$ cat config.mk
export PLATFORM = sky130hd
export DESIGN_NAME = cla_lookahead_pipe
export DESIGN_NICKNAME = d
export VERILOG_FILES = /design/src/rtl/cla_lookahead_pipe.sv
export SDC_FILE = /design/constraint.sdc
export NUM_CORES = 1
export LEC_CHECK = 0
export ABC_CLOCK_PERIOD_IN_PS = 2000
export BUFFER_PORTS_ARGS = -buffer_cell sky130_fd_sc_hd__buf_2
export CELL_PAD_IN_SITES_DETAIL_PLACEMENT = 0
export CELL_PAD_IN_SITES_GLOBAL_PLACEMENT = 1
export CORE_MARGIN = 4
export CORE_UTILIZATION = 45
export CTS_CLUSTER_SIZE = 25
export DETAILED_ROUTE_END_ITERATION = 7
export HOLD_SLACK_MARGIN = 0.08
export MAX_ROUTING_LAYER = met4
export PLACE_DENSITY = 0.8
export SYNTH_ARGS = -nofsm -noshare
export SYNTH_HDL_FRONTEND = slang
export SYNTH_SLANG_ARGS = --single-unit
$ cat constraint.sdc
create_clock -name clk -period 2 [get_ports clk]
set_clock_uncertainty 0.15 [all_clocks]
set_input_delay 0.3 -clock clk [delete_from_list [all_inputs] [get_ports clk]]
set_output_delay 0.3 -clock clk [all_outputs]
set_load 0.005 [all_outputs]
$ cat src/rtl/cla_lookahead_pipe.sv
//============================================================================
// Module      : cla_lookahead_pipe
// Description : Three-stage pipelined carry-lookahead adder/subtractor built
//               from 2-bit groups.
//               Stage 1 registers the bit and group generate/propagate terms.
//               Stage 2 registers every group carry, each from its own
//               lookahead expression.
//               Stage 3 registers the sum, carry-out and signed overflow.
//               A single global enable stalls all three stages together.
// Ports       : clk, rst            clock, synchronous active-high reset
//               in_valid/in_ready   operand handshake (a, b, c_in, sub)
//               out_valid/out_ready result handshake (s, c_out, ovf)
//               a, b                WIDTH-bit operands
//               c_in                carry-in (add) / borrow-in (sub)
//               sub                 0: a+b+c_in, 1: a-b-c_in
//               s                   sum / difference, mod 2^WIDTH
//               c_out               carry-out (sub: 1 = no borrow)
//               ovf                 two's-complement signed overflow
// Revision    : 1.0 - initial release
//============================================================================
`timescale 1ns/1ps
`default_nettype none

module cla_lookahead_pipe #(
    parameter int WIDTH = 8
) (
    input  logic             clk,
    input  logic             rst,
    input  logic             in_valid,
    output logic             in_ready,
    input  logic [WIDTH-1:0] a,
    input  logic [WIDTH-1:0] b,
    input  logic             c_in,
    input  logic             sub,
    output logic             out_valid,
    input  logic             out_ready,
    output logic [WIDTH-1:0] s,
    output logic             c_out,
    output logic             ovf
);

    localparam int GROUPS = WIDTH / 2;

    // Group carry C_n as a flat sum of products over G/P:
    //   C_n = G_(n-1) | P_(n-1)G_(n-2) | ... | P_(n-1)..P_0 c0
    // Each carry gets its own two-level expression instead of waiting on C_(n-1).
    function automatic logic f_carry(input logic [GROUPS-1:0] g_grp,
                                     input logic [GROUPS-1:0] p_grp,
                                     input logic              c0,
                                     input int                n);
        logic sop;
        logic prod;
        sop = 1'b0;
        for (int j = 0; j < n; j++) begin
            prod = g_grp[j];
            for (int m = j + 1; m < n; m++) begin
                prod = prod & p_grp[m];
            end
            sop = sop | prod;
        end
        prod = c0;
        for (int m = 0; m < n; m++) begin
            prod = prod & p_grp[m];
        end
        return sop | prod;
    endfunction

    // ------------------------------------------------------------------
    // Global enable: whole pipe moves unless a held result blocks it
    // ------------------------------------------------------------------
    logic w_en;
    assign w_en     = !out_valid || out_ready;
    assign in_ready = w_en;

    // ------------------------------------------------------------------
    // Stage 1 combinational: operand prep and G/P
    // ------------------------------------------------------------------
    logic [WIDTH-1:0]  w_be;
    logic              w_c0;
    logic [WIDTH-1:0]  w_p;
    logic [WIDTH-1:0]  w_g;
    logic [GROUPS-1:0] w_G;
    logic [GROUPS-1:0] w_P;
    logic [GROUPS-1:0] w_g0;   // low-bit generate of each group, needed for the odd sum bit

    assign w_be = sub ? ~b : b;
    assign w_c0 = c_in ^ sub;
    assign w_p  = a ^ w_be;
    assign w_g  = a & w_be;

    generate
        for (genvar k = 0; k < GROUPS; k++) begin : g_grp_gp
            assign w_G[k]  = w_g[2*k+1] | (w_p[2*k+1] & w_g[2*k]);
            assign w_P[k]  = w_p[2*k+1] & w_p[2*k];
            assign w_g0[k] = w_g[2*k];
        end
    endgenerate

    // Stage 1 registers
    logic              r1_valid;
    logic [WIDTH-1:0]  r1_p;
    logic [GROUPS-1:0] r1_g0;
    logic [GROUPS-1:0] r1_G;
    logic [GROUPS-1:0] r1_P;
    logic              r1_c0;
    logic              r1_amsb;
    logic              r1_bemsb;

    // ------------------------------------------------------------------
    // Stage 2 combinational: lookahead carry unit
    // ------------------------------------------------------------------
    logic [GROUPS:0] w_C;

    assign w_C[0] = r1_c0;

    generate
        for (genvar k = 1; k <= GROUPS; k++) begin : g_lookahead
            assign w_C[k] = f_carry(r1_G, r1_P, r1_c0, k);
        end
    endgenerate

    // Stage 2 registers
    logic              r2_valid;
    logic [WIDTH-1:0]  r2_p;
    logic [GROUPS-1:0] r2_g0;
    logic [GROUPS:0]   r2_C;
    logic              r2_amsb;
    logic              r2_bemsb;

    // ------------------------------------------------------------------
    // Stage 3 combinational: sum and overflow
    // ------------------------------------------------------------------
    logic [WIDTH-1:0] w_s;
    logic             w_ovf;

    generate
        for (genvar k = 0; k < GROUPS; k++) begin : g_grp_sum
            assign w_s[2*k]   = r2_p[2*k] ^ r2_C[k];
            assign w_s[2*k+1] = r2_p[2*k+1] ^ (r2_g0[k] | (r2_p[2*k] & r2_C[k]));
        end
    endgenerate

    assign w_ovf = (r2_amsb == r2_bemsb) && (w_s[WIDTH-1] != r2_amsb);

    // Output registers
    logic             r_out_valid;
    logic [WIDTH-1:0] r_s;
    logic             r_c_out;
    logic             r_ovf;

    // ------------------------------------------------------------------
    // Control and visible outputs (reset)
    // ------------------------------------------------------------------
    always_ff @(posedge clk) begin
        if (rst) begin
            r1_valid    <= 1'b0;
            r2_valid    <= 1'b0;
            r_out_valid <= 1'b0;
            r_s         <= '0;
            r_c_out     <= 1'b0;
            r_ovf       <= 1'b0;
        end else if (w_en) begin
            r1_valid    <= in_valid;
            r2_valid    <= r1_valid;
            r_out_valid <= r2_valid;
            // Bubbles leave the visible result untouched
            if (r2_valid) begin
                r_s     <= w_s;
                r_c_out <= r2_C[GROUPS];
                r_ovf   <= w_ovf;
            end
        end
    end

    // ------------------------------------------------------------------
    // Internal data registers: no reset needed, loaded only with valid
    // data so undriven operands of a bubble never enter the pipe.
    // ------------------------------------------------------------------
    always_ff @(posedge clk) begin
        if (w_en && in_valid) begin
            r1_p     <= w_p;
            r1_g0    <= w_g0;
            r1_G     <= w_G;
            r1_P     <= w_P;
            r1_c0    <= w_c0;
            r1_amsb  <= a[WIDTH-1];
            r1_bemsb <= w_be[WIDTH-1];
        end
        if (w_en && r1_valid) begin
            r2_p     <= r1_p;
            r2_g0    <= r1_g0;
            r2_C     <= w_C;
            r2_amsb  <= r1_amsb;
            r2_bemsb <= r1_bemsb;
        end
    end

    assign out_valid = r_out_valid;
    assign s         = r_s;
    assign c_out     = r_c_out;
    assign ovf       = r_ovf;

endmodule

`default_nettype wire

**Word level (Yosys, flattened, before mapping)**

Cells that the tools add are included.
Widths: inputs -> output; s select.

- Register bits after elaboration: 55
- Bits in latches: 0
- Bits in writable memories: 0
- Bits in read-only memories: 0
- Output and inout port bits: 12
- Word-level logic and storage cells: 79
- Memories: 0

- $add $sub $neg: 0
- Multiply operators: 0
- Div/mod/pow operators: 0
- Order comparisons: 0
- Eq/ne operators: 2
- Shift-type cells: 0
- Multiplexer cells: 1
- Bitwise operators: 52
- Reductions and logical operators: 6

Operator list:

| cell | count |
|---|---|
| $and 1x1->1 | 22 |
| $or 1x1->1 | 18 |
| $xor 1x1->1 | 9 |
| $and 8x8->8 | 1 |
| $mux 8 | 1 |
| $not 8->8 | 1 |
| $xor 8x8->8 | 1 |
| $logic_and 1x1->1 | 3 |
| $reduce_and 2->1 | 1 |
| $eq 1x1->1 | 1 |
| $logic_not 1->1 | 1 |
| $logic_or 1x1->1 | 1 |
| $ne 1x1->1 | 1 |

**Logic depth before layout (Yosys ltp)**

- Depth in word-level cells: 7
- Depth in mapped cells: 5

**Worst setup path after synthesis**

Ideal clock, no wire load.

- Kind: reg-to-reg
- Start: register r_out_valid (netlist: out_valid)
- End: register r1_G[0], enable pin
- Arrival: 1296 ps
- Data required time: 1472 ps
- Setup slack: 176 ps
- Stages on the path, launching flop included: 6
- Buffers on the path: 1
- Clock period less this slack: 1824 ps
- Cell sequence: dfxtp_1 -> nor2b_1 -> inv_1 -> buf_2 -> nand2_1 -> inv_1

- Longest elaborated chain between the ends: 3

Ends and longest elaborated chain:

| what | RTL line | text |
|---|---|---|
| start: declaration | 146 | `logic r_out_valid;` |
| start signal: assignment | 165 | `r_out_valid <= r2_valid;` |
| $logic_not 1->1 | 72 | `assign w_en = !out_valid \|\| out_ready;` |
| $logic_or 1x1->1 | 72 |  |
| net in_ready | 30 | `output logic in_ready,` |
| $logic_and 1x1->1 | 180 | `if (w_en && in_valid) begin` |
| end signal: assignment | 183 | `r1_G <= w_G;` |
| end: declaration | 103 | `logic [GROUPS-1:0] r1_G;` |

The timed path passes the listed nets, and every way through them passes these cells.
A chain may end at the register's enable or synchronous reset.

**Worst setup path in the final report**

- Start: register r_out_valid (netlist: out_valid)
- End: register r1_p[0], enable pin

- Longest elaborated chain between the ends: 3

Ends and longest elaborated chain:

| what | RTL line | text |
|---|---|---|
| $logic_not 1->1 | 72 |  |
| $logic_or 1x1->1 | 72 |  |
| $logic_and 1x1->1 | 180 |  |
| end signal: assignment | 181 | `r1_p <= w_p;` |
| end: declaration | 101 | `logic [WIDTH-1:0] r1_p;` |

No other way between the ends.

==> results.toml <==
[outcome]
status = "completed"

[clock_network]
clock_latency_ns = 0.30
htreeDepth = 2
cts_setup_buffers = 0
clockBufferDepth = 2
tritoncts = "yes"
cts-root-buf = "clkbuf_8"
cts_buffers = 5
clock_sinks = 55
clkSlewWorstSetupHoldPaths_ns = 0.10

[power]
p_switching_mw = 0.4693
swShare_pct = 22.00
report.power.total_mw = 2.133
leakage_nw = 0.9991
powerDensity_mw_per_mm2 = 863.2
seqPwrFrac_pct = 63.9
p_int_mw = 1.664
pwr-share-clk_pct = 27.4
power_frac_comb_pct = 8.6
vdd_drop_max_mv = 0.4442

[floorplan]
num_io_pins = 34
fp-row-count = 24
start_util_pct = 47.83
chipHeight_um = 77.20
die_w_um = 77.20
floorplan.die_area_mm2 = 0.005959
core-area_mm2 = 0.004504

[grt]
top_usage_layer = "met2"
grt_usage_pct = 12.55
antenna_found_initial = 0
use_met1_pct = 15.07
grt_pass1_wl_um = 5858
grtUsageMet2_pct = 20.12
grt_overflow = 0
grt_pass1_vias = 1302
met3_usage_pct = 3.864
grt_max_degree = 24

[synthesis]
yosys_warnings = 0
netlist_instances = 149
synth_top_area_share_pct = 58.54
synth_fp_nets = 183
synthAdderAreaFrac_pct = 6.969
synth_compound_area_share_pct = 10.28
synth_area_leaders = "edfxtp_1 59%, dfxtp_1 12%, ha_1 7.0%, xor2_1 3.7%, a21o_1 3.1%"
yosys.area_share.simple_pct = 6.620
netlist_area_mm2 = 0.002155
ys_seq_area_share_pct = 70.62
ys_types = 21
synth.area.mux_share_pct = 0
synth_xor_area_share_pct = 3.659
synth_seq_cells = 55
synth_top_family_by_area = "compound AO/OA/AOI/OAI gates"
yosys.area.top_type = "edfxtp_1"
async_flop_share_pct = 0
synth_enable_flop_cells = 42
avgSynthCellArea_um2 = 14.46
yosys_most_used_dff = "edfxtp_1"

[critical_path]
worst-setup-path-type = "register to register"
cp_cell_sequence = "nor2b_1 -> inv_1 -> nand2_1 -> inv_1"
crit_arrival_ns = 1.56
crit_top_cell = "inv_1"
max_stage_delay_ns = 0.62
cp_slowest_cell = "inv_1"
crit_fanout = 23
end_kind = "register"
crit_path_start_kind = "register"
required_ns = 1.78

[timing]
post-route-period-util_pct = 88.95
drv_slew = 0
totalNegativeSetupSlack_ns = 0
rsz0062_at_grt = "false"
max_freq_mhz = 562.1
worst_slack_ns = 0.2209
setup_violations = 0
tightestPinTransition_ns = 0.8555
slew_headroom_pct = 42.91
hold_viol_final = 0
fin_crit_ns = 1.779

[min_path]
hold_path.class = "primary input to register"

[place]
dp_hpwl_um = 2486
pre_cts_slack_ns = 0.1962
port_buffers = 33
gp_congestion = 0.7825

[job]
drv_cap = 0

[route]
wl_per_cell_um = 14.03
drc_errors = 0
vias_per_cell = 5.218
wl_um = 3352
dr.pass1.iters = 4
via_count = 1247
postRouteAntennaNets = 0
drtIter0Drc = 65

[finish]
area_growth_pct = 14.69
nNetsFinal = 220
fillers = 399
diodes = 0
layout-drive-gt1-share_pct = 24.06
-- Yosys cell counts, drive strengths merged, types with 5 or more instances --
cell type / number
edfxtp: 42
ha: 12
dfxtp: 13
xor2: 9
nand2: 5
o21ai: 13
a21oi: 13
nand3: 6
a21o: 9
-- logic make-up after synthesis --
logic type,Yosys count
and+or+nand+nor,26
xor gates and xnor gates,9
AOI/OAI and AO/OA,37
adders and majority gates,12
buffers and inverters,10
DFF,55
-- layer usage --
metal | wire length (µm) | share of wire, %
met3 | 195 | 5.8
met4 | 19 | 0.57
met2 | 1677 | 50
met1 | 1460 | 44
met5 | 0 | 0
-- power groups by stage --
stage / logic (mW) / clock network, mW / registers, mW
after floorplan: 0.120 / 0 / 1.38
after global placement: 0.173 / 0 / 1.38
after detailed placement: 0.186 / 0 / 1.39
after CTS: 0.190 / 0.612 / 1.36
after global routing: 0.213 / 0.656 / 1.37
final: 0.184 / 0.585 / 1.36
-- cells in the final DEF (no fill, tap or decap), drive strengths merged, types with 4 or more instances in the layout --
master   n
xor2     9
inv      5
or3      4
clkbuf   5
nand2    5
a21o     9
nand3    6
a21oi   13
buf     35
nand4    4
and2     4
edfxtp  42
o21ai   13
ha      12
dfxtp   13
-- sequential cells by signal (all words and copies together) (netlist names), 4 cells and up --
name and flops:
r1_G 4, r1_g0 4, r2_g0 4, r2_C 5
r1_P 4, s 8, r2_p 8, r1_p 8
-- through the flow --
| stage | hold slack (ns) | util [%] | instance area, µm² | cells |
|---|---|---|---|---|
| after detailed placement | 0.2545 | 52.72 | 2375 | 230 |
| after global placement | 0.2538 | 52.72 | 2375 | 230 |
| after CTS | 0.1343 | 54.86 | 2471 | 239 |
| final | 0.1435 | 54.86 | 2471 | 239 |
| after floorplan | 0.2179 | - | 2155 | 149 |
| after global routing | 0.1227 | 54.86 | 2471 | 239 |
-- worst max-delay path, delay by kind of cell, from the launching register on --
| family | cells | cell delay (ns) |
|---|---|---|
| buffers and inverters | 2 | 0.71 |
| flip-flops | 1 | 0.32 |
| AND/OR/NAND/NOR | 2 | 0.22 |
-- repair_timing --
| item | CTS | global route |
|---|---|---|
| gates resized for setup | 0 | 0 |
| endpoints found under the hold margin | 1 | 0 |
| hold buffers | 1 | 0 |
-- path summary, 6_finish.rpt --
path,depth (start not counted),slack [ns],end,startpoint
setup / recovery,4,0.22,r1_p[0],out_valid
hold / removal,3,0.14,r1_valid,in_valid
setup reg to reg,4,0.22,r1_p[0],out_valid
hold reg to reg,0,0.28,r2_p[6],r1_p[6]
-- cell type report --
class / count / area, µm² / share of cell area [%]
Timing Repair Buffer: 36 / 190.2 / 7.696
Clock buffer: 5 / 68.82 / 2.785
Clock inverter: 3 / 17.52 / 0.7089
Sequential cell: 55 / 1521 / 61.57
Tap cell: 52 / 65.06 / 2.633
Multi-Input combinational cell: 84 / 593.1 / 24.00
Inverter: 4 / 15.01 / 0.6076
Note: power is estimated with default switching activity, not from simulation.
